$ cat src/rtl/hazard_unit_mc_pkg.sv
// Shared types and constants for the rv32i hazard unit with multi-cycle execute support.
package hazard_unit_mc_pkg;

    typedef enum logic [1:0] {
        FWD_RF  = 2'b00,
        FWD_WB  = 2'b01,
        FWD_MEM = 2'b10
    } fwd_sel_e;

    typedef enum logic {
        MC_IDLE,
        MC_BUSY
    } mc_state_e;

    localparam int unsigned REG_X0 = 0;

    // MEM result is younger than WB, so it wins when both match.
    function automatic fwd_sel_e fwd_sel(logic mem_hit, logic wb_hit);
        if (mem_hit) begin
            return FWD_MEM;
        end else if (wb_hit) begin
            return FWD_WB;
        end
        return FWD_RF;
    endfunction

endpackage

$ cat src/rtl/hazard_unit_mc_if.sv
// Pipeline-to-hazard-unit bundle: register indices and control in, stall/flush/forward out.
interface hazard_unit_mc_if
    import hazard_unit_mc_pkg::*;
#(
    parameter int unsigned REG_WIDTH = 5,
    parameter int unsigned CNT_WIDTH = 32
);
    logic [REG_WIDTH-1:0] Rs1D, Rs2D, Rs1E, Rs2E, RdE, RdM, RdW;
    logic                 RegWriteM, RegWriteW, LoadE, PCSrcE, McStartE, perf_clr;
    logic                 stallF, stallD, stallE, flushD, flushE, flushM;
    fwd_sel_e             ForwardAE, ForwardBE;
    logic                 mc_busy, mc_done;
    logic [CNT_WIDTH-1:0] stall_cycles, flush_events;

    modport master (
        output Rs1D, Rs2D, Rs1E, Rs2E, RdE, RdM, RdW,
        output RegWriteM, RegWriteW, LoadE, PCSrcE, McStartE, perf_clr,
        input  stallF, stallD, stallE, flushD, flushE, flushM,
        input  ForwardAE, ForwardBE, mc_busy, mc_done, stall_cycles, flush_events
    );

    modport slave (
        input  Rs1D, Rs2D, Rs1E, Rs2E, RdE, RdM, RdW,
        input  RegWriteM, RegWriteW, LoadE, PCSrcE, McStartE, perf_clr,
        output stallF, stallD, stallE, flushD, flushE, flushM,
        output ForwardAE, ForwardBE, mc_busy, mc_done, stall_cycles, flush_events
    );
endinterface

$ cat src/rtl/hazard_unit_mc_ctrl.sv
// Multi-cycle execute controller: holds the EX instruction for MC_LATENCY cycles in total.
module hazard_mc_ctrl
    import hazard_unit_mc_pkg::*;
#(
    parameter int unsigned MC_LATENCY = 4
) (
    input  logic clk,
    input  logic rst_n,
    input  logic mc_start,
    output logic mc_stall,
    output logic mc_done
);
    localparam logic [7:0] CntInit = 8'(MC_LATENCY - 2);

    mc_state_e  state;
    logic [7:0] cnt;

    always_ff @(posedge clk or negedge rst_n) begin
        if (!rst_n) begin
            state <= MC_IDLE;
            cnt   <= '0;
        end else begin
            case (state)
                MC_IDLE: begin
                    if (mc_start) begin
                        state <= MC_BUSY;
                        cnt   <= CntInit;
                    end
                end
                MC_BUSY: begin
                    if (cnt == 8'd0) begin
                        state <= MC_IDLE;
                    end else begin
                        cnt <= cnt - 8'd1;
                    end
                end
                default: state <= MC_IDLE;
            endcase
        end
    end

    // The first stall cycle is the cycle the op enters EX, so the stall cannot be registered.
    assign mc_stall = (state == MC_IDLE) ? mc_start : (cnt != 8'd0);
    assign mc_done  = (state == MC_BUSY) && (cnt == 8'd0);

endmodule

$ cat src/rtl/hazard_unit_mc.sv
// rv32i hazard unit: forwarding, load-use stall, branch flush, multi-cycle hold, perf counters.
module hazard_unit_mc
    import hazard_unit_mc_pkg::*;
#(
    parameter int unsigned REG_WIDTH  = 5,
    parameter int unsigned MC_LATENCY = 4,
    parameter int unsigned CNT_WIDTH  = 32
) (
    input  logic             clk,
    input  logic             rst_n,
    hazard_unit_mc_if.slave  hz
);
    localparam logic [REG_WIDTH-1:0] RegZero = REG_WIDTH'(REG_X0);

    logic           mc_stall, mc_done_raw, lw_stall;
    logic           hit_m_a, hit_w_a, hit_m_b, hit_w_b;
    logic           ev_stall, ev_flush;
    fwd_sel_e       fwd_a, fwd_b;
    logic [CNT_WIDTH-1:0] stall_cnt, flush_cnt;

    hazard_mc_ctrl #(
        .MC_LATENCY(MC_LATENCY)
    ) u_mc_ctrl (
        .clk      (clk),
        .rst_n    (rst_n),
        .mc_start (hz.McStartE),
        .mc_stall (mc_stall),
        .mc_done  (mc_done_raw)
    );

    always_comb begin
        hit_m_a  = hz.RegWriteM && (hz.RdM != RegZero) && (hz.RdM == hz.Rs1E);
        hit_w_a  = hz.RegWriteW && (hz.RdW != RegZero) && (hz.RdW == hz.Rs1E);
        hit_m_b  = hz.RegWriteM && (hz.RdM != RegZero) && (hz.RdM == hz.Rs2E);
        hit_w_b  = hz.RegWriteW && (hz.RdW != RegZero) && (hz.RdW == hz.Rs2E);
        fwd_a    = fwd_sel(hit_m_a, hit_w_a);
        fwd_b    = fwd_sel(hit_m_b, hit_w_b);
        lw_stall = hz.LoadE && (hz.RdE != RegZero) &&
                   ((hz.RdE == hz.Rs1D) || (hz.RdE == hz.Rs2D));
    end

    // Outputs are forced quiet while reset is held, independent of the clock.
    assign ev_stall     = rst_n & (lw_stall | mc_stall);
    assign ev_flush     = rst_n & hz.PCSrcE & ~mc_stall;
    assign hz.stallF    = ev_stall;
    assign hz.stallD    = ev_stall;
    assign hz.stallE    = rst_n & mc_stall;
    assign hz.flushM    = rst_n & mc_stall;
    assign hz.flushD    = ev_flush;
    assign hz.flushE    = rst_n & (lw_stall | hz.PCSrcE) & ~mc_stall;
    assign hz.mc_busy   = rst_n & mc_stall;
    assign hz.mc_done   = rst_n & mc_done_raw;
    assign hz.ForwardAE = rst_n ? fwd_a : FWD_RF;
    assign hz.ForwardBE = rst_n ? fwd_b : FWD_RF;

    always_ff @(posedge clk or negedge rst_n) begin
        if (!rst_n) begin
            stall_cnt <= '0;
            flush_cnt <= '0;
        end else begin
            if (hz.perf_clr) begin
                stall_cnt <= '0;
            end else if (ev_stall && (stall_cnt != '1)) begin
                stall_cnt <= stall_cnt + CNT_WIDTH'(1);
            end
            if (hz.perf_clr) begin
                flush_cnt <= '0;
            end else if (ev_flush && (flush_cnt != '1)) begin
                flush_cnt <= flush_cnt + CNT_WIDTH'(1);
            end
        end
    end

    assign hz.stall_cycles = stall_cnt;
    assign hz.flush_events = flush_cnt;

endmodule

$ cat src/flat_wrapper.sv
// flat-port wrapper written by rule: the top's interface ports become plain ports
module hazard_unit_mc_flat import hazard_unit_mc_pkg::*;
#(
    parameter int unsigned REG_WIDTH  = 5,
    parameter int unsigned MC_LATENCY = 4,
    parameter int unsigned CNT_WIDTH  = 32
)
  (clk, rst_n, hz_Rs1D, hz_Rs2D, hz_Rs1E, hz_Rs2E, hz_RdE, hz_RdM, hz_RdW, hz_RegWriteM, hz_RegWriteW, hz_LoadE, hz_PCSrcE, hz_McStartE, hz_perf_clr, hz_stallF, hz_stallD, hz_stallE, hz_flushD, hz_flushE, hz_flushM, hz_ForwardAE, hz_ForwardBE, hz_mc_busy, hz_mc_done, hz_stall_cycles, hz_flush_events);
  hazard_unit_mc_if #(.REG_WIDTH(REG_WIDTH), .CNT_WIDTH(CNT_WIDTH)) hz_i ();
  input  logic clk;
  input  logic rst_n;
  input wire logic [$bits(hz_i.Rs1D)-1:0] hz_Rs1D;
  input wire logic [$bits(hz_i.Rs2D)-1:0] hz_Rs2D;
  input wire logic [$bits(hz_i.Rs1E)-1:0] hz_Rs1E;
  input wire logic [$bits(hz_i.Rs2E)-1:0] hz_Rs2E;
  input wire logic [$bits(hz_i.RdE)-1:0] hz_RdE;
  input wire logic [$bits(hz_i.RdM)-1:0] hz_RdM;
  input wire logic [$bits(hz_i.RdW)-1:0] hz_RdW;
  input wire logic [$bits(hz_i.RegWriteM)-1:0] hz_RegWriteM;
  input wire logic [$bits(hz_i.RegWriteW)-1:0] hz_RegWriteW;
  input wire logic [$bits(hz_i.LoadE)-1:0] hz_LoadE;
  input wire logic [$bits(hz_i.PCSrcE)-1:0] hz_PCSrcE;
  input wire logic [$bits(hz_i.McStartE)-1:0] hz_McStartE;
  input wire logic [$bits(hz_i.perf_clr)-1:0] hz_perf_clr;
  output wire logic [$bits(hz_i.stallF)-1:0] hz_stallF;
  output wire logic [$bits(hz_i.stallD)-1:0] hz_stallD;
  output wire logic [$bits(hz_i.stallE)-1:0] hz_stallE;
  output wire logic [$bits(hz_i.flushD)-1:0] hz_flushD;
  output wire logic [$bits(hz_i.flushE)-1:0] hz_flushE;
  output wire logic [$bits(hz_i.flushM)-1:0] hz_flushM;
  output wire logic [$bits(hz_i.ForwardAE)-1:0] hz_ForwardAE;
  output wire logic [$bits(hz_i.ForwardBE)-1:0] hz_ForwardBE;
  output wire logic [$bits(hz_i.mc_busy)-1:0] hz_mc_busy;
  output wire logic [$bits(hz_i.mc_done)-1:0] hz_mc_done;
  output wire logic [$bits(hz_i.stall_cycles)-1:0] hz_stall_cycles;
  output wire logic [$bits(hz_i.flush_events)-1:0] hz_flush_events;
  assign hz_i.Rs1D = hz_Rs1D;
  assign hz_i.Rs2D = hz_Rs2D;
  assign hz_i.Rs1E = hz_Rs1E;
  assign hz_i.Rs2E = hz_Rs2E;
  assign hz_i.RdE = hz_RdE;
  assign hz_i.RdM = hz_RdM;
  assign hz_i.RdW = hz_RdW;
  assign hz_i.RegWriteM = hz_RegWriteM;
  assign hz_i.RegWriteW = hz_RegWriteW;
  assign hz_i.LoadE = hz_LoadE;
  assign hz_i.PCSrcE = hz_PCSrcE;
  assign hz_i.McStartE = hz_McStartE;
  assign hz_i.perf_clr = hz_perf_clr;
  assign hz_stallF = hz_i.stallF;
  assign hz_stallD = hz_i.stallD;
  assign hz_stallE = hz_i.stallE;
  assign hz_flushD = hz_i.flushD;
  assign hz_flushE = hz_i.flushE;
  assign hz_flushM = hz_i.flushM;
  assign hz_ForwardAE = hz_i.ForwardAE;
  assign hz_ForwardBE = hz_i.ForwardBE;
  assign hz_mc_busy = hz_i.mc_busy;
  assign hz_mc_done = hz_i.mc_done;
  assign hz_stall_cycles = hz_i.stall_cycles;
  assign hz_flush_events = hz_i.flush_events;
  hazard_unit_mc #(.REG_WIDTH(REG_WIDTH), .MC_LATENCY(MC_LATENCY), .CNT_WIDTH(CNT_WIDTH)) u_core (.clk(clk), .rst_n(rst_n), .hz(hz_i));
endmodule
$ cat config.mk
export PLATFORM = sky130hd
export DESIGN_NAME = hazard_unit_mc_flat
export DESIGN_NICKNAME = d
export VERILOG_FILES = /design/src/rtl/hazard_unit_mc_pkg.sv /design/src/rtl/hazard_unit_mc_if.sv /design/src/rtl/hazard_unit_mc_ctrl.sv /design/src/rtl/hazard_unit_mc.sv /design/src/flat_wrapper.sv
export SDC_FILE = /design/constraint.sdc
export NUM_CORES = 1
export LEC_CHECK = 0
export ABC_CLOCK_PERIOD_IN_PS = 3400
export CAP_MARGIN = 40
export CORE_MARGIN = 3
export CORE_UTILIZATION = 51
export CTS_BUF_LIST = sky130_fd_sc_hd__clkbuf_2 sky130_fd_sc_hd__clkbuf_4 sky130_fd_sc_hd__clkbuf_8
export CTS_CLUSTER_DIAMETER = 30
export DETAILED_ROUTE_END_ITERATION = 6
export PLACE_DENSITY = 0.8
export SLEW_MARGIN = 20
export SYNTH_ARGS = -nofsm -noshare
export SYNTH_HDL_FRONTEND = slang
export SYNTH_SLANG_ARGS = --single-unit
$ cat constraint.sdc
create_clock -name clk -period 3.4 [get_ports clk]
set_clock_uncertainty 0.15 [all_clocks]
set_input_delay 0.34 -clock clk [delete_from_list [all_inputs] [get_ports clk]]
set_output_delay 0.34 -clock clk [all_outputs]
set_load 0.03 [all_outputs]
==> Word-level counts from Yosys, hierarchy flattened <==
Cells that the tools add are included.
{ "totals": {"regBits": 73} }
{ "op_classes": {"mux": 23, "n_bitwise": 11, "add_sub_neg": 3, "n_reduce_logical": 20, "eq_ne": 10} }
{ "op_table": {"columns": ["operator", "n"], "rows": [
  ["2-to-1 mux 32 bit", 4],
  ["adder 32 x 1 -> 32 bit (second input constant)", 2],
  ["!= test 32 bit (second input constant)", 2],
  ["== test 5 bit", 6],
  ["2-to-1 mux 2 bit", 8],
  ["2-to-1 mux 8 bit", 2],
  ["case mux 8 bit (2 select lines)", 1],
  ["nonzero test 5 bit", 3],
  ["logical AND 1 bit", 11],
  ["logical NOT 8 bit", 1],
  ["nonzero test 8 bit", 1],
  ["subtractor 8 x 1 -> 8 bit (second input constant)", 1],
  ["AND 1 bit", 7],
  ["2-to-1 mux 1 bit", 7],
  ["!= test 2 bit (second input constant)", 2],
  ["nonzero test 2 bit", 2],
  ["inverter 1 bit", 2],
  ["OR 1 bit", 2],
  ["case mux 1 bit (2 select lines)", 1],
  ["AND reduction 2 bit", 1],
  ["logical OR 1 bit", 1]
]} }

==> Longest topological paths before layout <==
Gate-level depths: netlist (run 1).
{ "logic_depth": {"ltp_word": 8, "depth_mapped": 12} }

==> By module <==
A second synthesis (run 1) with hierarchy kept.
{ "unflattened": {"cells_unflattened": 496, "hier_area_um2": 4570.6} }
{ "by_module_without_submodules": {"columns": ["mod", "instances", "seq_area_each_um2", "area_per_inst_um2", "cells_per_inst"], "rows": [
  ["hazard_unit_mc", 1, 1601.5, 4093.9, 449],
  ["hazard_mc_ctrl", 1, 225.2, 476.7, 47]
]} }

==> Least setup slack after synthesis (run 1) <==
OpenSTA, ideal clock, no wires.
{ "synth_path": {"kind": "input -> output", "from": "input hz_RdM[2]", "to": "output hz_ForwardBE[0]", "setup_slack_ns": 0.775, "t_arrival_ns": 2.135, "path_stages": 4, "path_buffers": 0, "required_ns": 2.910, "path_cell_list": "or4_1 o21ai_0 nor4_1 nor4_1"} }
{ "synth_between": {"elab_chain_len": 6} }
{ "synth_lines": {"columns": ["element", "line_no", "rtl"], "rows": [
  ["from (decl)", "flat_wrapper.sv:17", "input wire logic [$bits(hz_i.RdM)-1:0] hz_RdM;"],
  ["nonzero test 5 bit", "hazard_unit_mc.sv:34", "hit_m_b = hz.RegWriteM && (hz.RdM != RegZero) && (hz.RdM == hz.Rs2E);"],
  ["logical AND 1 bit", "hazard_unit_mc.sv:34", null],
  ["logical AND 1 bit *", "hazard_unit_mc.sv:34", null],
  ["2-to-1 mux 2 bit or 2-to-1 mux 1 bit (tied branches)", "hazard_unit_mc_pkg.sv:19", "if (mem_hit) begin"],
  ["2-to-1 mux 2 bit *", "hazard_unit_mc_pkg.sv:24", "return FWD_RF;"],
  ["2-to-1 mux 2 bit *", "hazard_unit_mc.sv:54", "assign hz.ForwardBE = rst_n ? fwd_b : FWD_RF;"],
  ["to (decl)", "flat_wrapper.sv:32", "output wire logic [$bits(hz_i.ForwardBE)-1:0] hz_ForwardBE;"]
]} }
Every way passes the cells marked *; elsewhere a longest branch is shown, timed or not.

==> Worst setup path after layout (run 1) <==
{ "layout_path": {"from": "input rst_n", "to": "output hz_ForwardBE[0]"} }
{ "layout_between": {"elab_chain_len": 1} }
{ "layout_lines": {"columns": ["element", "line_no", "rtl"], "rows": [
  ["from (decl)", "flat_wrapper.sv:11", "input logic rst_n;"],
  ["2-to-1 mux 2 bit", "hazard_unit_mc.sv:54", null]
]} }
No other way between the ends.

==> summary.md, run 1 <==
| Metric | Value |
|---|---|
| Status | finished clean |
| Largest net degree at the start of global routing | 56 |
| Vias | 4477 |
| Bufs on Longest Clock Path | 2 |
| RSZ-0062 raised after global routing | false |
| Final HPWL DP | 8990 um |
| Reg2Reg Setup Slack | 0.65 ns |
| Clk sink count | 73 |
| Util after Layout | 0.692 |
| Hold WS | 0.309 ns |
| Power per cell area | 351 mW/mm^2 |
| CP max FO | 18 |
| Final Cycle Share | 0.959 |
| Detail Route met2 WL | 6230 um |
| Post-Syn Area | 0.00461 mm^2 |
| Die area | 0.0102 mm^2 |
| Final setup TNS | 0 ns |
| Tmin final | 3.26 ns |
| Count of maximum capacitance violations | 0 |
| Clock group share of total power | 0.331 |
| Port bufs | 118 |
| Final number of max-transition violations | 0 |
| WS Path Type | in2out |
| Async S/R FF share, synth | 1.00 |
| CTS tree | done |
| CORE AREA | 0.00876 mm^2 |
| CTS HTree Levels | 3 |
| Starting density of the core | 0.526 |
| Initial antenna violation count | 0 |
| First-pass GRT wire length | 20400 um |
| Die Width | 101 um |
| Share of power burned in registers | 0.462 |
| Crit Reg-Reg Startpoint | u_core.u_mc_ctrl.cnt[0] |
| Worst setup SP type | input port |
| GRT Overall Usage | 0.243 |
| Fill count | 682 |
| Overall power | 2.13 mW |
| LEAKAGE | 2.26 nW |
| Final setup violation count | 0 |
| Fmax | 307 MHz |
| Vias per cell | 6.03 |
| Worst path required time | 2.91 ns |
| RR Endpoint | u_core.hz.flush_events[14] |
| Worst-case reg-to-reg path depth | 10 |
| Ys flop type | dfrtp_1 |
| I/O pin count | 119 |
| DR WL met3 | 631 um |
| Number of global-route vias before repair | 4314 |
| Distinct cell type count after synthesis | 56 |
| Global route overflow | 0 |
| Die Span Y | 101 um |
| Gp weighted congestion | 0.838 |
| Clock-pin slew on the worst setup and hold paths | 0.08 ns |
| Number of synthesized flops with an enable pin | 0 |
| TritonCTS buffer count | 9 |
| Layout cells sized above 1 | 0.0772 |
| Total wire length after detailed routing | 12200 um |
| Setup crit end kind | output port |
| Max VDD drop | 0.241 mV |
| First-pass DRT Iterations | 5 |
| Slew headroom | 0.536 |
| Met1 WL | 5230 um |
| Area growth syn-to-layout | 31.6% |
| Crit path arrival time | 2.77 ns |
| Syn Nets | 566 |
| Syn Area/Cell | 8.88 um^2 |
| Hold/Removal Path Class | in2async |
| Placement Rows | 34 |
| DRC viols | 0 |
| Combinational share of power | 0.207 |
| Synth Warn # | 0 |
| Skew-Pair Late Insertion Delay | 0.35 ns |
| 1st-iter DRT viols | 254 |
| Nets | 678 |
| FF+latch count, synth | 73 |
| Slew @ Worst Pin | 0.690 ns |
| Sw frac | 0.303 |
| Pint | 1.48 mW |
| Fin. Hold Viols | 0 |
| Clock root cell | clkbuf_8 |
| Antenna cells | 0 |
| Psw | 645 uW |
| Highest routed layer | met4 |
| Seq/Total Area, Yosys | 0.396 |
| Routed length per instance | 16.4 um |
| Remaining antenna violation count | 0 |
| Post-Synthesis Cells | 519 |
[through the flow]
stage          std cells  setup WS, ns  cell area [um^2]
2_1_floorplan        519         0.775              4610
5_1_grt              743        0.0238              6070
3_3_place_gp         726         0.275              5820
4_1_cts              743        0.0657              6070
3_5_place_dp         727         0.208              5850
6_report             743         0.139              6070
[state kept, by name (all words and copies together), names as in the netlist]
register,cells
u_core.hz.flush_events,32
u_core.hz.stall_cycles,32
u_core.u_mc_ctrl.cnt,8
u_core.u_mc_ctrl.state,1
[layer usage]
metal	track usage	vias up
li1	-	2109
met1	0.326	2211
met2	0.403	144
met3	0.0401	13
met4	0.0706	0
met5	0	-
[area by class of cell]
class	count	area (um^2)	share of cell area
clock inverter	4	52.6	0.00866
tap	108	135	0.0223
clock buffer	11	151	0.0250
multi-input combinational	398	2550	0.421
inverter	22	85.1	0.0140
timing repair buffer	127	1260	0.208
sequential	73	1830	0.301
[cells by family after synthesis]
logic type                 Yosys count  synth area share
and+or+nand+nor                    249             0.309
muxes                                6            0.0155
AOI/OAI and AO/OA                   81             0.106
DFF                                 73             0.396
buffers and inverters               48            0.0518
xor gates and xnor gates            58             0.110
adders and majority gates            4            0.0109
[Yosys cell counts, drive strengths merged, types with 2 or more instances]
cell,count,area share
or4,20,0.033
nor4,15,0.028
xnor2,33,0.063
dfrtp,73,0.40
nor2b,6,0.0081
and3,11,0.015
mux2,6,0.015
nand2,35,0.029
ha,4,0.011
and4,6,0.011
xor2,25,0.048
nand4,28,0.039
and2,4,0.0054
or3,13,0.018
a41o,2,0.0046
nor3b,2,0.0057
clkbuf,10,0.0081
o31ai,16,0.026
nor2,51,0.043
nand3,30,0.034
nor3,20,0.023
nor4b,2,0.0065
a21oi,35,0.039
o21ai,19,0.021
inv,22,0.018
o211ai,2,0.0033
buf,16,0.025
[critical path: stages]
cell             delay, ns
dlygate4sd3_1         0.56
buf_4                 0.28
o211ai_1              0.16
or4_1                 0.54
nor4_1                0.17
clkdlybuf4s50_1       0.72
[power by group through the flow]
stage / Sequential [mW] / Combinational [mW] / Clock, mW
finish: 0.984 / 0.441 / 0.705
global route: 0.991 / 0.488 / 0.751
CTS: 0.982 / 0.444 / 0.713
detailed placement: 0.997 / 0.442 / 0
global placement: 0.995 / 0.420 / 0
floorplan: 0.993 / 0.278 / 0
[worst max path at each step]
stage	startpoint	end	slack, ns	cells past startpoint
after floorplan	hz_RdM[2]	hz_ForwardBE[0]	0.77	4
after global placement	hz_RdM[2]	hz_ForwardBE[0]	0.27	6
after detailed placement	hz_RdM[2]	hz_ForwardBE[0]	0.21	6
after CTS	u_core.u_mc_ctrl.cnt[0]	hz_flushE	0.07	7
after global routing	rst_n	hz_ForwardBE[0]	0.02	6
final	rst_n	hz_ForwardBE[0]	0.14	6
[cell usage in the layout, fill, tap and decap left out, types with 12 or more instances in the layout]
master,Yosys,final
o21ai_0,18,18
nor3_1,19,19
nand2_1,34,34
or3_1,13,13
or4_1,20,20
xnor2_1,33,33
nand3_1,29,29
o31ai_1,16,16
nand4_1,27,27
nor2_1,50,50
xor2_1,25,25
clkdlybuf4s50_1,0,116
a21oi_1,34,34
inv_1,20,20
nor4_1,12,12
dfrtp_1,73,73
[timing repair]
action                                  4_1_cts  5_1_grt
hold buffers                                  1        0
gates resized for setup                       0        1
endpoints found under the setup margin        0        1
endpoints found under the hold margin        14        0
buffers inserted                              0        0
Power figures use the tool's default switching activity.
==> run 2: changes to the inputs <==
--- a/config.mk
+++ b/config.mk
@@ -5,7 +5,6 @@
 export SDC_FILE = /design/constraint.sdc
 export NUM_CORES = 1
 export LEC_CHECK = 0
-export ABC_CLOCK_PERIOD_IN_PS = 3400
 export CAP_MARGIN = 40
 export CORE_MARGIN = 3
 export CORE_UTILIZATION = 51
==> results of run 2 <==
Final layout, timing and power as in run 1 (identical DEF).
==> run 3: changes to the inputs <==
--- a/config.mk
+++ b/config.mk
@@ -7,11 +7,11 @@
 export LEC_CHECK = 0
 export CAP_MARGIN = 40
 export CORE_MARGIN = 3
-export CORE_UTILIZATION = 51
+export CORE_UTILIZATION = 40
 export CTS_BUF_LIST = sky130_fd_sc_hd__clkbuf_2 sky130_fd_sc_hd__clkbuf_4 sky130_fd_sc_hd__clkbuf_8
 export CTS_CLUSTER_DIAMETER = 30
 export DETAILED_ROUTE_END_ITERATION = 6
-export PLACE_DENSITY = 0.8
+export PLACE_DENSITY = 0.65
 export SLEW_MARGIN = 20
 export SYNTH_ARGS = -nofsm -noshare
 export SYNTH_HDL_FRONTEND = slang
==> summary.md, run 3 (synthesis gave the netlist of run 1 again) <==
| Metric | Value |
|---|---|
| Status | finished clean |
| Layout cells sized above 1 | 0.0772 (unchanged) |
| Number of global-route vias before repair | 4269 (-1.0%) |
| Most common cell after layout, fill and taps aside | clkdlybuf4s50_1 |
| CTS tree | done |
| Final Cycle Share | 0.925 (-0.0346) |
| Port bufs | 118 (unchanged) |
| Hold/Removal Path Class | in2async |
| CP max FO | 9 (-9) |
| Starting density of the core | 0.418 (-0.108) |
| Slew headroom | 0.617 (+0.0817) |
| Register area | 0.00183 mm^2 (unchanged) |
| Routed length per instance | 16.1 um (-2.0%) |
| TritonCTS buffer count | 9 (unchanged) |
| Final setup violation count | 0 (unchanged) |
| Initial antenna violation count | 0 (unchanged) |
| Die area | 0.0128 mm^2 (+26%) |
| Vias per cell | 5.60 (-7.0%) |
| First-pass DRT Iterations | 4 (-1) |
| Footprint of the multi-input gates | 0.00255 mm^2 (unchanged) |
| Reg2Reg Setup Slack | 0.66 ns (about the same) |
| Most frequent cells in the layout | clkdlybuf4s50_1 (115), dfrtp_1 (73), nor2_1 (50), nand2_1 (34), a21oi_1 (34) |
| Dpl ws | 0.133 ns (-0.0744 ns) |
| Worst setup SP type | flop |
| Vias | 4342 (-3.0%) |
| Final setup TNS | 0 ns (unchanged) |
| Count of maximum capacitance violations | 0 (unchanged) |
| Remaining antenna violation count | 0 (unchanged) |
| Area growth syn-to-layout | 32.9% |
| Largest net degree at the start of global routing | 56 (unchanged) |
| Clk sink count | 73 (unchanged) |
| Crit path arrival time | 2.65 ns (-0.12 ns) |
| DRC viols | 0 (unchanged) |
| Worst path max stage delay | 0.72 ns (about the same) |
| Fmax | 318 MHz (+3.7%) |
| I/O pin count | 119 (unchanged) |
| CORE AREA | 0.0110 mm^2 (+26%) |
| Gp weighted congestion | 0.861 (+2.7%) |
| Worst-case reg-to-reg path depth | 9 (-1) |
| Die Span Y | 113 um (+12%) |
| Max VDD drop | 0.202 mV (-16%) |
| Die Width | 113 um (+12%) |
| First-pass GRT wire length | 20900 um (+2.3%) |
| Tmin final | 3.14 ns (-0.118 ns) |
| Worst path cell trace | inv_1 > ha_1 > nor3b_1 > a31o_2 > inv_1 > nor3_1 > clkdlybuf4s50_1 |
| CTS HTree Levels | 3 (unchanged) |
| Fill count | 1035 (+52%) |
| Skew-Pair Late Insertion Delay | 0.34 ns (about the same) |
| WS Path Type | reg2out |
| Global route overflow | 0 (unchanged) |
| RSZ-0062 raised after global routing | false |
| Worst path required time | 2.91 ns (about the same) |
| Antenna cells | 0 (unchanged) |
| Fin. Hold Viols | 0 (unchanged) |
| Bufs on Longest Clock Path | 2 (unchanged) |
| Clock root cell | clkbuf_8 |
| Power per cell area | 355 mW/mm^2 (+1.2%) |
| LEAKAGE | 2.30 nW (+1.7%) |
| Placement Rows | 38 (+12%) |
| Total wire length after detailed routing | 12500 um (+2.2%) |
| Critical Path Most Common Cell | inv_1 |
| Slowest CP cell | clkdlybuf4s50_1 |
| Nets | 678 (unchanged) |
| Final HPWL DP | 9100 um (+1.2%) |
| Final number of max-transition violations | 0 (unchanged) |
| Final setup margin | 0.256 ns (+0.118 ns) |
| 1st-iter DRT viols | 211 (-17%) |
| GRT Overall Usage | 0.197 (-0.0462) |
| Clock-pin slew on the worst setup and hold paths | 0.07 ns (about the same) |
| Slew @ Worst Pin | 0.569 ns (-0.121 ns) |
| Setup crit end kind | output port |
[run 3: path summary, 6_finish.rpt]
kind                                               from                    endpoint
worst max-delay path            u_core.u_mc_ctrl.cnt[0]                   hz_flushE
worst min-delay path                              rst_n      u_core.u_mc_ctrl.state
min in group clk                            hz_perf_clr  u_core.hz.stall_cycles[19]
worst max register to register  u_core.u_mc_ctrl.cnt[0]   u_core.hz.stall_cycles[7]
max in group asynchronous                         rst_n  u_core.hz.stall_cycles[30]
worst min register to register  u_core.u_mc_ctrl.cnt[0]     u_core.u_mc_ctrl.cnt[0]
[run 3: power breakdown]
part | switching, mW | internal, mW
clock | 0.311 | 0.445
combinational | 0.253 | 0.186
sequential | 0.0590 | 0.923
[run 3: cell type report]
cell class / count / area share
Sequential cell: 73 / 0.298
Tap cell: 140 / 0.0286
Multi-Input combinational cell: 398 / 0.416
Clock inverter: 3 / 0.0106
Timing Repair Buffer: 127 / 0.207
Clock buffer: 12 / 0.0249
Inverter: 22 / 0.0139
[run 3: timing repair]
item	in CTS	in global routing
endpoints found under the hold margin	10	0
hold buffers	1	0
buffers inserted	0	0
gates resized for setup	0	2
endpoints found under the setup margin	0	2
[run 3: critical path: cells and delay by family, from the launching register on]
kind	cells	cell delay (ns)
flip-flops	1	0.41
buffers and inverters	3	0.99
AO/OA/AOI/OAI	1	0.34
AND/OR/NAND/NOR	2	0.44
adder cells (fa/ha/maj)	1	0.15
[run 3: per-stage QoR]
stage,power (mW),cell area [um^2],instances,utilization,hold slack (ns)
2_1_floorplan,1.27,4610,519,-,-0.106
5_1_grt,2.31,6130,775,0.555,0.254
6_report,2.18,6130,775,0.555,0.265
3_5_place_dp,1.43,5880,758,0.533,0.0734
4_1_cts,2.21,6100,774,0.553,0.240
3_3_place_gp,1.42,5880,758,0.533,0.0683
[run 3: layer usage]
layer	track usage	wire length, um	vias to the layer above
met3	0.0471	665	6
met1	0.261	5560	2122
met5	0	0	-
li1	-	-	2105
met4	0.0481	85	0
met2	0.324	6180	109
